## config.mk

```make
export PLATFORM = sky130hd
export DESIGN_NAME = csr_interval_timer
export DESIGN_NICKNAME = d
export VERILOG_FILES = /design/src/rtl/csr_interval_timer.sv
export SDC_FILE = /design/constraint.sdc
export NUM_CORES = 1
export LEC_CHECK = 0
export BUFFER_PORTS_ARGS = -buffer_cell sky130_fd_sc_hd__buf_2
export CELL_PAD_IN_SITES_DETAIL_PLACEMENT = 1
export CELL_PAD_IN_SITES_GLOBAL_PLACEMENT = 1
export CORE_UTILIZATION = 25
export DETAILED_ROUTE_END_ITERATION = 16
export PLACE_DENSITY = 0.52
export SYNTH_ARGS = -nofsm -noshare
export SYNTH_HDL_FRONTEND = slang
export SYNTH_SLANG_ARGS = --single-unit
```

## constraint.sdc

```tcl
create_clock -name clk -period 2.5 [get_ports clk]
set_input_delay 0.375 -clock clk [delete_from_list [all_inputs] [get_ports clk]]
set_output_delay 0.375 -clock clk [all_outputs]
set_load 0.005 [all_outputs]
```

## src/rtl/csr_interval_timer.sv

```systemverilog
`timescale 1ns/1ps
// -----------------------------------------------------------------------------
// csr_interval_timer
//
// Programmable interval timer. It runs behind the CSR file: the reload value
// comes from CNT_H/CNT_L, the control bits from STATUS_CTRL, and a load strobe
// from the CSR write decode of CNT_H. It produces a 2*WIDTH-bit down-count, a
// sticky timer interrupt and a sticky "missed interrupt" flag.
//
// Parameters
//   WIDTH             CSR register width. The count is 2*WIDTH bits.
//                     WIDTH must be at least 6 so that STATUS_CTRL can hold
//                     the PRESCALE field in bits [5:3].
//
// Ports
//   clk               single clock
//   rst               asynchronous, active-low reset
//   processor_enable  high = processor running; low freezes count and prescaler
//   cnt_l_in          reload value, low byte (CNT_L contents)
//   cnt_h_in          reload value, high byte (CNT_H contents)
//   ctrl_in           STATUS_CTRL: [1] EN, [2] AUTO, [5:3] PRESCALE exponent P
//   load_strobe       one-cycle pulse; samples {cnt_h_in, cnt_l_in} as reload
//   int_ack           one-cycle pulse; clears timer_irq and timer_missed
//   count_out         current count (registered)
//   timer_irq         sticky interrupt request (registered)
//   timer_missed      sticky: expiry while timer_irq already set (registered)
//   state_out         FSM state: 00 IDLE, 01 RUN, 10 EXPIRED (registered)
//
// Strobe semantics: load_strobe and int_ack carry no handshake. Each is acted
// on at every rising clock edge where it is high; a pulse held for several
// cycles is treated as that many back-to-back requests. load_strobe wins over
// any tick or expiry on the same edge, and an expiry wins over int_ack on the
// same edge.
// -----------------------------------------------------------------------------
module csr_interval_timer #(
  parameter int WIDTH = 8
) (
  input  logic               clk,
  input  logic               rst,
  input  logic               processor_enable,
  input  logic [WIDTH-1:0]   cnt_l_in,
  input  logic [WIDTH-1:0]   cnt_h_in,
  input  logic [WIDTH-1:0]   ctrl_in,
  input  logic               load_strobe,
  input  logic               int_ack,
  output logic [2*WIDTH-1:0] count_out,
  output logic               timer_irq,
  output logic               timer_missed,
  output logic [1:0]         state_out
);

  localparam int CW = 2 * WIDTH;

  typedef enum logic [1:0] {
    ST_IDLE    = 2'b00,
    ST_RUN     = 2'b01,
    ST_EXPIRED = 2'b10
  } state_t;

  // ---------------------------------------------------------------------------
  // Registers
  // ---------------------------------------------------------------------------
  state_t          state_q,  state_d;
  logic [CW-1:0]   count_q,  count_d;
  logic [CW-1:0]   reload_q, reload_d;
  logic [6:0]      presc_q,  presc_d;
  logic            irq_q,    irq_d;
  logic            missed_q, missed_d;

  // ---------------------------------------------------------------------------
  // Control decode
  // ---------------------------------------------------------------------------
  logic            en_bit;
  logic            auto_bit;
  logic [2:0]      presc_exp;
  logic [6:0]      presc_mask;
  logic            active;
  logic            running;
  logic            tick;
  logic            cnt_is_one;
  logic            cnt_is_zero;
  logic            expiry;
  logic            auto_reload;
  logic [CW-1:0]   reload_value;
  logic            reload_nz;
  logic            unused_ctrl_bits;

  assign en_bit    = ctrl_in[1];
  assign auto_bit  = ctrl_in[2];
  assign presc_exp = ctrl_in[5:3];

  // Bits of STATUS_CTRL that this block does not interpret.
  assign unused_ctrl_bits = ^{ctrl_in[WIDTH-1:6], ctrl_in[0]};

  // Terminal prescaler value 2^P-1, built by shifting an all-ones pattern so
  // P=0 gives 0 (tick every active cycle) and P=7 gives 127.
  assign presc_mask = 7'h7F >> (3'd7 - presc_exp);

  assign active  = processor_enable & en_bit;
  assign running = (state_q == ST_RUN);

  // P is sampled live. If it shrinks below the current prescaler value the
  // compare simply never matches until the 7-bit counter wraps through 0,
  // which is the intended "count up to 127, wrap, no tick" behaviour.
  assign tick = running & active & (presc_q == presc_mask);

  assign cnt_is_one  = (count_q == CW'(1));
  assign cnt_is_zero = (count_q == '0);

  assign reload_value = {cnt_h_in, cnt_l_in};
  assign reload_nz    = |reload_value;

  // A load on the same edge discards the tick, so no expiry is reported.
  assign expiry = tick & cnt_is_one & ~load_strobe;

  // AUTO is sampled on the expiry edge; a stored reload of 0 cannot restart.
  assign auto_reload = expiry & auto_bit & (|reload_q);

  // ---------------------------------------------------------------------------
  // FSM: state register
  // ---------------------------------------------------------------------------
  always_ff @(posedge clk or negedge rst) begin
    if (!rst) begin
      state_q <= ST_IDLE;
    end else begin
      state_q <= state_d;
    end
  end

  // ---------------------------------------------------------------------------
  // FSM: next-state logic
  // ---------------------------------------------------------------------------
  always_comb begin
    state_d = state_q;
    if (load_strobe) begin
      // Load behaves identically from every state.
      state_d = reload_nz ? ST_RUN : ST_IDLE;
    end else begin
      unique case (state_q)
        ST_IDLE: begin
          state_d = ST_IDLE;
        end
        ST_RUN: begin
          if (expiry && !auto_reload) begin
            state_d = ST_EXPIRED;
          end
        end
        ST_EXPIRED: begin
          state_d = ST_EXPIRED;
        end
        default: begin
          // Unreachable encoding: fall back to a safe idle state.
          state_d = ST_IDLE;
        end
      endcase
    end
  end

  // ---------------------------------------------------------------------------
  // FSM: outputs (all driven straight from registers)
  // ---------------------------------------------------------------------------
  always_comb begin
    state_out    = state_q;
    count_out    = count_q;
    timer_irq    = irq_q;
    timer_missed = missed_q;
  end

  // ---------------------------------------------------------------------------
  // Count, prescaler and reload datapath
  // ---------------------------------------------------------------------------
  always_comb begin
    count_d  = count_q;
    presc_d  = presc_q;
    reload_d = reload_q;

    if (load_strobe) begin
      reload_d = reload_value;
      count_d  = reload_value;
      presc_d  = '0;
    end else if (!running) begin
      // IDLE / EXPIRED: count holds, prescaler parked at 0 so a later load
      // always starts a full prescale period.
      presc_d = '0;
    end else if (active) begin
      if (tick) begin
        presc_d = '0;
        if (cnt_is_one) begin
          count_d = auto_reload ? reload_q : '0;
        end else if (!cnt_is_zero) begin
          // Guard keeps the count from ever wrapping below zero.
          count_d = count_q - CW'(1);
        end
      end else begin
        presc_d = presc_q + 7'd1;
      end
    end
    // RUN but not active: everything holds.
  end

  always_ff @(posedge clk or negedge rst) begin
    if (!rst) begin
      count_q  <= '0;
      presc_q  <= '0;
      reload_q <= '0;
    end else begin
      count_q  <= count_d;
      presc_q  <= presc_d;
      reload_q <= reload_d;
    end
  end

  // ---------------------------------------------------------------------------
  // Interrupt flags
  // ---------------------------------------------------------------------------
  always_comb begin
    irq_d    = irq_q;
    missed_d = missed_q;
    if (expiry) begin
      // Expiry beats a same-edge acknowledge: the ack consumes the previous
      // interrupt, so nothing was missed.
      irq_d    = 1'b1;
      missed_d = int_ack ? 1'b0 : (missed_q | irq_q);
    end else if (int_ack) begin
      irq_d    = 1'b0;
      missed_d = 1'b0;
    end
  end

  always_ff @(posedge clk or negedge rst) begin
    if (!rst) begin
      irq_q    <= 1'b0;
      missed_q <= 1'b0;
    end else begin
      irq_q    <= irq_d;
      missed_q <= missed_d;
    end
  end

endmodule

```

; ---- After elaboration in Yosys (flattened, before gate mapping)
; Index checks and enable logic that the tools add are counted.
[totals]
input_bits = 29
word_cells = 55
output_inout_bits = 20
reg_bits = 43
[op_classes]
n_shift = 1
n_addsub = 3
bitwise_logic = 9
n_eq_ne = 7
n_mux = 19
reduce_logical = 10
[op_table]
columns = operator, n
row1 = 16-bit two-way mux, 7
row2 = 16-bit OR reduction, 2
row3 = 7-bit two-way mux, 4
row4 = 16-bit by 1-bit == test with 1-bit output (second input constant), 1
row5 = 16-bit zero test, 1
row6 = 16-bit by 1-bit subtractor with 16-bit output (second input constant), 1
row7 = 2-bit nonzero test, 4
row8 = 7-bit by 1-bit adder with 7-bit output (second input constant), 1
row9 = 1-bit bitwise AND, 7
row10 = 7-bit == test, 1
row11 = 7-bit by 3-bit >> shifter with 7-bit output (first input constant), 1
row12 = 3-bit inequality test (second input constant), 2
row13 = 1-bit two-way mux, 5
row14 = 2-bit two-way mux, 2
row15 = 2-bit case mux with 2 select lines, 1
row16 = 4-bit AND reduction, 1
row17 = 3-bit by 2-bit inequality test with 1-bit output (second input constant), 1
row18 = 3-bit subtractor (first input constant), 1
row19 = 2-bit by 1-bit == test with 1-bit output (second input constant), 1
row20 = 2-bit == test (second input constant), 1
row21 = 1-bit logical AND, 1
row22 = 1-bit zero test, 1
row23 = 1-bit inverter, 1
row24 = 1-bit OR, 1

; ---- Depth between registers and ports, before layout
; Gate-level depths: netlist of run 1.
[logic_depth]
word_depth = 14
depth_mapped = 9
depth_no_buf = 8

; ---- Worst setup path before layout of run 1
; No wires, ideal clock.
[synth_timing]
kind = input -> register
start = input ctrl_in[4]
end = register count_q[4], in the netlist count_out[4]
setup_ns = 0.136
slack_ns = 0.130
stages = 8
arrival_ns = 2.234
n_path_buf = 2
required_time_ns = 2.364
path_cell_list = buf_6 > or4_4 > a211oi_2 > o221ai_2 > or3_1 > buf_2 > a311oi_1 > o31ai_2
[synth_between]
elab_chain_cells = 14
word_cells_on_any_way = 16
classes_between = 1 x add/sub / 1 x eq/ne / 1 x shift / 6 x mux / 5 x bitwise / 2 x reduce/logical
[synth_rtl]
columns = item, line
row1 = start: declaration, 43  ; input logic [WIDTH-1:0] ctrl_in,
row2 = 3-bit subtractor *, 97  ; assign presc_mask = 7'h7F >> (3'd7 - presc_exp);
row3 = 7-bit by 3-bit >> shifter with 7-bit output *, 97
row4 = 7-bit == test *, 105  ; assign tick = running & active & (presc_q == presc_mask);
row5 = 1-bit bitwise AND *, 105
row6 = 1-bit bitwise AND (2 in a row), 114  ; assign expiry = tick & cnt_is_one & ~load_strobe;
row7 = 1-bit bitwise AND (2 in a row), 117  ; assign auto_reload = expiry & auto_bit & (|reload_q);
row8 = 16-bit two-way mux, 189  ; count_d = auto_reload ? reload_q : '0;
row9 = 16-bit two-way mux, 188  ; if (cnt_is_one) begin
row10 = 16-bit two-way mux, 186  ; if (tick) begin
row11 = 16-bit two-way mux, 185  ; end else if (active) begin
row12 = 16-bit two-way mux, 181  ; end else if (!running) begin
row13 = 16-bit two-way mux, 177  ; if (load_strobe) begin
row14 = end signal: assignment, 207  ; count_q <= count_d;
row15 = end: declaration, 64  ; logic [CW-1:0] count_q, count_d;
; Mark *: on every way between the ends. The rest lies on a longest branch, timed or not. The select of a mux whose other input is x is not followed.
; A chain may end at the register's enable or synchronous reset.

; ---- Worst setup path after layout of run 1
[layout_timing]
start = register presc_q[0]
end = register count_q[8], in the netlist count_out[8]
[layout_between]
elab_chain_cells = 12
word_cells_on_any_way = 14
classes_between = 1 x eq/ne / 6 x mux / 5 x bitwise / 2 x reduce/logical
[layout_rtl]
columns = item, line
row1 = start: declaration, 66  ; logic [6:0] presc_q, presc_d;
row2 = start signal: assignment, 208  ; presc_q <= presc_d;
row3 = 7-bit == test *, 105
row4 = 1-bit bitwise AND *, 105
row5 = 1-bit bitwise AND (2 in a row), 114
row6 = 1-bit bitwise AND (2 in a row), 117
row7 = 16-bit two-way mux, 189
row8 = 16-bit two-way mux, 188
row9 = 16-bit two-way mux, 186
row10 = 16-bit two-way mux, 185
row11 = 16-bit two-way mux, 181
row12 = 16-bit two-way mux, 177
; Marked as above.

==> results of run 1 <==
## power breakdown
group	leakage (nW)	switching, W	internal [W]
Combinational	0.930	0.000211	0.000175
Clock	0.0422	0.000255	0.000197
Sequential	0.527	0.0000444	0.000751
## Yosys cell counts (6+ instances only)
cell type	count
mux2_2	7
nand2b_1	7
nand2_1	26
nor2_1	18
xor2_1	9
o31ai_1	8
dfrtp_1	43
nor4_1	15
clkbuf_1	9
xnor2_1	6
o21ai_0	26
nand3_1	8
mux2i_1	6
a21oi_1	9
inv_1	15
## state kept, by name (all words and copies together) (netlist names)
name / count
timer_missed: 1
presc_q: 7
reload_q: 16
state_out: 2
timer_irq: 1
count_out: 16
## final timing paths
check | end | cells past startpoint
max | count_out[8] | 6
min | timer_missed | 2
max reg2reg | count_out[8] | 6
min reg2reg | timer_missed | 2
max in group asynchronous | state_out[1] | 3
min in group asynchronous | count_out[13] | 2
## what timing repair did
| action | 4_1_cts | 5_1_grt |
|---|---|---|
| hold endpoints to repair | 1 | 0 |
| gates resized for setup | 0 | 4 |
| hold buffers | 1 | 0 |
| endpoints found under the setup margin | 0 | 6 |
## layer usage
layer / vias to the layer above / global-route usage (%) / share of wire [%]
li1: 1244 / - / -
met1: 1252 / 21.5 / 47
met2: 45 / 27.1 / 48
met3: 9 / 2.35 / 3.6
met4: 0 / 4.07 / 1.1
met5: - / 0 / 0
## cells by family (layout without fill, tap and decap cells)
family / count (synthesis) / in the layout / share of synthesized area, %
and+or+nand+nor: 112 / 112 / 23.4
AOI/OAI and AO/OA: 75 / 75 / 19.3
DFF: 43 / 43 / 40.0
buffers and inverters: 30 / 112 / 4.84
xor gates and xnor gates: 15 / 15 / 4.89
muxes: 13 / 13 / 5.17
adders and majority gates: 5 / 5 / 2.33
## through the flow
| step | setup slack [ns] | power (W) | cells | TNS, ns | util [%] |
|---|---|---|---|---|---|
| final | 0.142 | 0.00163 | 511 | 0 | 33.2 |
| after global placement | 0.0267 | 0.00119 | 502 | 0 | 32.1 |
| after detailed placement | -0.00384 | 0.00120 | 502 | -0.00384 | 32.1 |
| after floorplan | 0.130 | 0.00100 | 293 | 0 | - |
| after CTS | 0.0659 | 0.00166 | 511 | 0 | 33.0 |
| after global routing | -0.000471 | 0.00173 | 511 | -0.000471 | 33.2 |
## layout make-up
| class | count | area (um2) | area share (%) |
|---|---|---|---|
| tap | 136 | 170 | 4.94 |
| sequential | 43 | 1080 | 31.2 |
| multi-input combinational | 220 | 1500 | 43.6 |
| timing repair buffer | 89 | 558 | 16.2 |
| clock inverter | 1 | 5.00 | 0.145 |
| inverter | 15 | 56.3 | 1.63 |
| clock buffer | 7 | 76.3 | 2.21 |
==> flow_summary.json, run 1 <==
{
  "die_y_um": 106,
  "cp_num_buf_inv": 0,
  "cts.sinks": 43,
  "synth_top_area_share_pct": 40.0,
  "wire_per_inst_um": 16.7,
  "startpoint": "presc_q[0]",
  "slew_viol_final": 0,
  "required_ns": 2.68,
  "cts_buffer_depth": 2,
  "grt_pass1_wl_um": 13900,
  "clk_pin_slew_ns": 0.09,
  "antenna_found_initial": 0,
  "arrival_ns": 2.54,
  "syn_inst": 293,
  "rsz0062_at_grt": "true",
  "gp_congestion": 0.754,
  "start_util_pct": 25.9,
  "ys_types": 56,
  "grt_start_max_net_pins": 28,
  "grtUsageTotal_pct": 16.1,
  "crit_type": "reg -> reg",
  "drt_iter0_markers": 100,
  "ant_nets": 0,
  "numPortBuffers": 45,
  "routed_wl_um": 8520,
  "die_area_um2": 11200,
  "ys_warn_count": 0,
  "vias": 2550,
  "clock_latency_ns": 0.30,
  "r2r_slack_ns": 0.14,
  "syn-cell-area_um2": 2690,
  "startpoint_type": "flip-flop",
  "dp_hpwl_um": 6570,
  "cts_setup_buffers": 0,
  "avgSynthCellArea_um2": 9.17,
  "num-fill-cells": 1265,
  "cp_top_family": "simple AND/OR/NAND/NOR gates",
  "syn2layout_area_growth_pct": 28.2,
  "maxSlewHeadroom_pct": 57.2,
  "cp_cell_sequence": "or4_4 > a211oi_2 > o221ai_2 > or3_1 > a311oi_1 > o31ai_1",
  "drive_gt1_share_pct": 31.7,
  "place_area_um2": 3330,
  "final_common_cell": "buf_2",
  "crit_path_end_kind": "flip-flop",
  "stdcell_area_um2": 3450,
  "r2r-start": "presc_q[0]",
  "outcome": "finished, final reports clean",
  "slowest_stage": "or3_1",
  "fin_crit_sh_pct": 94.3,
  "synth-edff-count": 0,
  "synth-seq-cells": 43,
  "grt-ovfl-total": 0,
  "cts-root-buf": "clkbuf_8",
  "rows": 37,
  "hold_ws_ns": 0.234,
  "htreeDepth": 2,
  "cts_buffers": 5,
  "period_minus_slack_ns": 2.36,
  "layout_common_cells": "45 x buf_2, 43 x dfrtp_1, 43 x buf_4",
  "cts_tree": "built",
  "tightest_slew_ns": 0.636,
  "cp_slowest_stage_delay_ns": 0.54,
  "min_from": "int_ack",
  "drt-vias-per-instance": 4.99,
  "drcViolationCount": 0,
  "drt-pass1-iter-count": 4,
  "cp_max_fo": 7,
  "synthTopCellsByArea": "dfrtp_1 40%, o21ai_0 4.8%, nand2_1 3.6%",
  "ys_seq_area_share_pct": 40.0,
  "hold_viol": 0,
  "core_area_um2": 10400,
  "ir_drop_uv": 176,
  "nNetsFinal": 408,
  "syn_nets": 327,
  "p_leak_nw": 1.50,
  "num_antenna_cells": 0,
  "hold_path_class": "in -> reg",
  "first_global_vias": 2615,
  "fmaxAchievable_mhz": 424,
  "die_x_um": 106,
  "synthArstFlopShare_pct": 100,
  "power_density_nw_per_um2": 474,
  "cap_violations": 0,
  "ios": 49,
  "synth_top_area_cell": "dfrtp_1",
  "ys.flop_type": "dfrtp_1",
  "skew_ns": 0.00460,
  "final-setup-viol-count": 0
}
Power figures use the tool's default switching activity.
==> run 2, diff against run 1 <==
--- a/config.mk
+++ b/config.mk
@@ -8,9 +8,10 @@
 export BUFFER_PORTS_ARGS = -buffer_cell sky130_fd_sc_hd__buf_2
 export CELL_PAD_IN_SITES_DETAIL_PLACEMENT = 1
 export CELL_PAD_IN_SITES_GLOBAL_PLACEMENT = 1
-export CORE_UTILIZATION = 25
+export CORE_UTILIZATION = 42
+export CTS_CLUSTER_SIZE = 40
 export DETAILED_ROUTE_END_ITERATION = 16
-export PLACE_DENSITY = 0.52
+export PLACE_DENSITY = 0.77
 export SYNTH_ARGS = -nofsm -noshare
 export SYNTH_HDL_FRONTEND = slang
 export SYNTH_SLANG_ARGS = --single-unit
==> constraint.sdc (replaced) <==
create_clock -name clk -period 2.21 [get_ports clk]
set_input_delay 0.3315 -clock clk [delete_from_list [all_inputs] [get_ports clk]]
set_output_delay 0.3315 -clock clk [all_outputs]
set_load 0.005 [all_outputs]
==> run 2 against run 1 <==
- the run now ends with setup timing left
- combinational power grew 32%
- sequential cell count is the same
- die area shrank 40%
- count of clock-buffer cells in the layout shrank 1
- first-iteration DRC count grew 110%
- total power grew 18%
- largest cell class unchanged
- clock power grew 15%
- clock skew grew 0.0029 ns
- sequential power grew 14%
==> flow_summary.json, run 2 (synthesis results as in run 1) <==
{
  "outcome": "finished, violations left",
  "failed_checks": "setup timing",
  "cp_num_buf_inv": 1,
  "die_y_um": 82.0,
  "slew_viol_final": 0,
  "vias": 2722,
  "dp_hpwl_um": 6530,
  "reg2reg_depth": 7,
  "grt_start_max_net_pins": 29,
  "ant_nets": 0,
  "regToRegEndpoint": "count_out[15]",
  "drt-pass1-iter-count": 4,
  "final_cells": 458,
  "fin_util_pct": 60.9,
  "die_x_um": 82.0,
  "rsz0062_at_grt": "true",
  "slowest_stage": "or4_4",
  "p_leak_nw": 1.60,
  "drcViolationCount": 0,
  "die_area_um2": 6720,
  "hold_viol": 0,
  "numPortBuffers": 45,
  "cp_slowest_stage_delay_ns": 0.55,
  "rows": 28,
  "clk_pin_slew_ns": 0.09,
  "routed_wl_um": 9300,
  "antenna_found_initial": 0,
  "required_ns": 2.43,
  "setup_ws_ns": -0.0642,
  "r2r_slack_ns": -0.06,
  "layout_common_cells": "46 x buf_4, 45 x buf_2, 41 x dfrtp_1",
  "grtUsageTotal_pct": 28.2,
  "syn2layout_area_growth_pct": 37.2,
  "htreeDepth": 2,
  "arrival_ns": 2.50,
  "startpoint_type": "flip-flop",
  "start_util_pct": 44.3,
  "nNetsFinal": 416,
  "hold_path_class": "in -> async",
  "cp_max_fo": 17,
  "stdcell_area_um2": 3690,
  "core_area_um2": 6060,
  "r2r-start": "count_out[12]",
  "cts_buffers": 5,
  "crit_cells": 7,
  "final_common_cell": "buf_4",
  "fin_crit_sh_pct": 103,
  "dp.cells": 446,
  "gp_congestion": 0.851,
  "cts_buffer_depth": 2,
  "crit_path_end_kind": "flip-flop",
  "grt-ovfl-total": 0,
  "wire_per_inst_um": 20.3,
  "power.total_w": 0.00193,
  "clock_latency_ns": 0.31,
  "drive_gt1_share_pct": 42.0,
  "cap_violations": 0,
  "num_antenna_cells": 0,
  "drt_iter0_markers": 207,
  "first_global_vias": 2707,
  "cts_tree": "built",
  "cp_cell_sequence": "or4_4 > nor4_4 > and3b_2 > nor3_4 > buf_12 > o311a_1 > o31ai_2",
  "crit_type": "reg -> reg",
  "cp_top_family": "simple AND/OR/NAND/NOR gates",
  "grt_pass1_wl_um": 13900,
  "cts.sinks": 43,
  "power_density_nw_per_um2": 524,
  "place_area_um2": 3380,
  "cts-root-buf": "clkbuf_8",
  "period_minus_slack_ns": 2.27,
  "final-setup-viol-count": 13,
  "ir_drop_uv": 512,
  "startpoint": "count_out[12]",
  "fmaxAchievable_mhz": 440,
  "skew_ns": 0.00750,
  "ios": 49,
  "crit_end": "count_out[15]",
  "maxSlewHeadroom_pct": 57.1,
  "drt-vias-per-instance": 5.94,
  "tightest_slew_ns": 0.643
}
==> run 2: worst min path at each step <==
stage	end	slack [ns]	cells past startpoint
5_1_grt	count_out[13]	0.07	1
4_1_cts	count_out[13]	0.06	1
3_3_place_gp	reload_q[15]	0.38	1
3_5_place_dp	count_out[13]	0.39	1
2_1_floorplan	count_out[0]	0.04	0
6_report	count_out[13]	0.03	1
==> run 2: final cells by class <==
| type | instances | area, um2 |
|---|---|---|
| sequential | 43 | 1080 |
| clock buffer | 6 | 72.6 |
| inverter | 15 | 56.3 |
| fill | 705 | 2370 |
| multi-input combinational | 221 | 1730 |
| timing repair buffer | 96 | 644 |
| tap | 75 | 93.8 |
| clock inverter | 2 | 12.5 |
==> run 2: report_power, final <==
part | internal, W | switching, W
Sequential | 0.000850 | 0.0000581
Combinational | 0.000228 | 0.000280
Clock | 0.000221 | 0.000297
==> run 2: stage by stage <==
step           setup slack [ns]  setup TNS [ns]  hold WS [ns]
6_report                -0.0642          -0.436        0.0341
5_1_grt                  -0.150           -2.28        0.0731
4_1_cts                 -0.0759          -0.301        0.0585
3_5_place_dp             -0.202           -3.22         0.387
3_3_place_gp             -0.187           -2.51         0.376
2_1_floorplan           -0.0685          -0.473        0.0359
==> run 2: routing by layer <==
metal / wire length, um / global-route usage (%) / vias up
met3: 386 / 4.22 / 16
met5: 0 / 0 / -
li1: - / - / 1255
met1: 3980 / 37.2 / 1368
met4: 213 / 8.77 / 0
met2: 4720 / 47.2 / 83
==> run 2: repair_timing <==
| action | 4_1_cts | 5_1_grt |
|---|---|---|
| gates resized for setup | 16 | 29 |
| pin swaps | 6 | 12 |
| hold buffers | 0 | 0 |
| endpoints found under the setup margin | 20 | 27 |
| cloned | 0 | 1 |
| setup buffers | 0 | 3 |
==> run 3, diff against run 2 <==
--- a/config.mk
+++ b/config.mk
@@ -11,6 +11,7 @@
 export CORE_UTILIZATION = 42
 export CTS_CLUSTER_SIZE = 40
 export DETAILED_ROUTE_END_ITERATION = 16
+export GPL_TIMING_DRIVEN = 0
 export PLACE_DENSITY = 0.77
 export SYNTH_ARGS = -nofsm -noshare
 export SYNTH_HDL_FRONTEND = slang
==> run 3 against run 2 <==
- count of clock-buffer cells in the layout stayed put
- wire length is 0.30% higher
- non-clock buffer count is 19 lower
- the flow still finishes with violations (setup timing)
- core utilization is 3.3 points lower
- first-iteration DRC count is 10% higher
- clock power is 9.3% higher
- sequential cell count stayed put
==> flow_summary.json, run 3 (synthesis results as in run 1) <==
{
  "rsz0062_at_grt": "true",
  "r2r_slack_ns": -0.18,
  "num_antenna_cells": 0,
  "regArea_um2": 1080,
  "min_from": "int_ack",
  "regToRegEndpoint": "count_out[4]",
  "pre_cts_ws_ns": -0.547,
  "setup_ws_ns": -0.176,
  "outcome": "finished, violations left",
  "required_ns": 2.42,
  "ir_drop_uv": 338,
  "hold_path_class": "in -> reg",
  "cts_tree": "built",
  "p_leak_nw": 1.50,
  "failed_checks": "setup timing",
  "multi_input_area_um2": 1650,
  "layout_common_cells": "44 x buf_2, 38 x dfrtp_1, 26 x nand2_1",
  "skew_ns": 0.00702,
  "drt-vias-per-instance": 6.12,
  "cts_buffer_depth": 2,
  "arrival_ns": 2.60,
  "place_area_um2": 3070,
  "fmaxAchievable_mhz": 419,
  "hold_viol": 0,
  "nNetsFinal": 396,
  "grtUsageTotal_pct": 28.2,
  "topRoutingLayerUsed": "met4",
  "num-fill-cells": 713,
  "syn2layout_area_growth_pct": 29.8,
  "drive_gt1_share_pct": 35.5,
  "maxSlewHeadroom_pct": 32.4,
  "r2r-start": "count_out[12]",
  "clock_latency_ns": 0.31,
  "grt_pass1_wl_um": 13900,
  "gp_congestion": 0.847,
  "slowest_stage": "or4_4",
  "reg2reg_depth": 7,
  "die_x_um": 82.0,
  "cap_violations": 0,
  "startpoint_type": "flip-flop",
  "cts_buffers": 5,
  "clk_pin_slew_ns": 0.09,
  "min_path_cells": 2,
  "ant_nets": 0,
  "dr_wl_met3_um": 408,
  "final-setup-viol-count": 24,
  "vias": 2681,
  "cp_cell_sequence": "or4_4 > nor4_4 > buf_4 > nand2_4 > nor3_4 > a311oi_2 > o31ai_2",
  "holdBufCountCts": 0,
  "cp_max_fo": 10,
  "die_area_um2": 6720,
  "start_util_pct": 44.3,
  "wl_met2_um": 4710,
  "final_common_cell": "buf_2",
  "crit_path_end_kind": "flip-flop",
  "drt-pass1-iter-count": 4,
  "cts-root-buf": "clkbuf_8",
  "grt-ovfl-total": 0,
  "htreeDepth": 2,
  "cp_slowest_stage_delay_ns": 0.56,
  "routed_wl_um": 9330,
  "startpoint": "count_out[12]",
  "slew_viol_final": 0,
  "tightest_slew_ns": 1.01,
  "die_y_um": 82.0,
  "cts.sinks": 43,
  "rows": 28,
  "grt_start_max_net_pins": 44,
  "hold_path_end": "timer_missed",
  "wire_per_inst_um": 21.3,
  "drt_iter0_markers": 228,
  "stdcell_area_um2": 3490,
  "fin_crit_sh_pct": 108,
  "antenna_found_initial": 0,
  "power_density_nw_per_um2": 547,
  "drcViolationCount": 0,
  "core_area_um2": 6060,
  "crit_type": "reg -> reg",
  "first_global_vias": 2660,
  "wl_met1_um": 4100,
  "numPortBuffers": 44,
  "ios": 49,
  "period_minus_slack_ns": 2.39,
  "dp_hpwl_um": 6160
}
## run 3: worst max path at each step
stage / endpoint / slack (ns) / depth (start not counted)
floorplan: count_out[8] / -0.07 / 8
global placement: count_out[10] / -0.51 / 6
detailed placement: count_out[10] / -0.55 / 6
CTS: count_out[4] / -0.10 / 8
global route: count_out[4] / -0.27 / 7
finish: count_out[4] / -0.18 / 7
## run 3: area by class of cell
class | count | area share [%]
multi-input combinational | 220 | 47.4
clock buffer | 6 | 2.37
timing repair buffer | 66 | 12.4
clock inverter | 2 | 0.466
buffer | 11 | 2.04
sequential | 43 | 31.0
inverter | 15 | 1.61
tap | 75 | 2.69
## run 3: what timing repair did
item	CTS	global route
setup buffers	14	6
gates resized for setup	22	12
endpoints found under the setup margin	27	27
pin swaps	7	10
gates cloned	1	1
## run 3: through the flow
stage	util (%)	hold slack, ns	TNS, ns	power, W	std cells
CTS	55.8	0.181	-1.28	0.00189	432
detailed placement	50.7	0.487	-10.27	0.00131	412
global placement	50.7	0.489	-9.13	0.00129	412
floorplan	-	0.0359	-0.473	0.00114	293
global route	57.6	0.179	-4.28	0.00199	438
finish	57.6	0.183	-1.98	0.00191	438
## run 3: routing by layer
| layer | vias up | track usage, % |
|---|---|---|
| li1 | 1224 | - |
| met1 | 1365 | 37.6 |
| met2 | 80 | 47.2 |
| met3 | 12 | 4.11 |
| met4 | 0 | 8.07 |
| met5 | - | 0 |
## run 3: power by group
part	switching, W	internal (W)	total (W)
combinational	0.000235	0.000173	0.000408
sequential	0.0000850	0.000851	0.000936
clock	0.000310	0.000256	0.000566
total	0.000630	0.00128	0.00191
## run 3: worst max-delay path: cells and delay by family (launching register included)
kind	cells	cell delay, ns
AOI/OAI and AO/OA	2	0.45
DFF	1	0.42
buffers and inverters	1	0.19
and+or+nand+nor	4	1.23
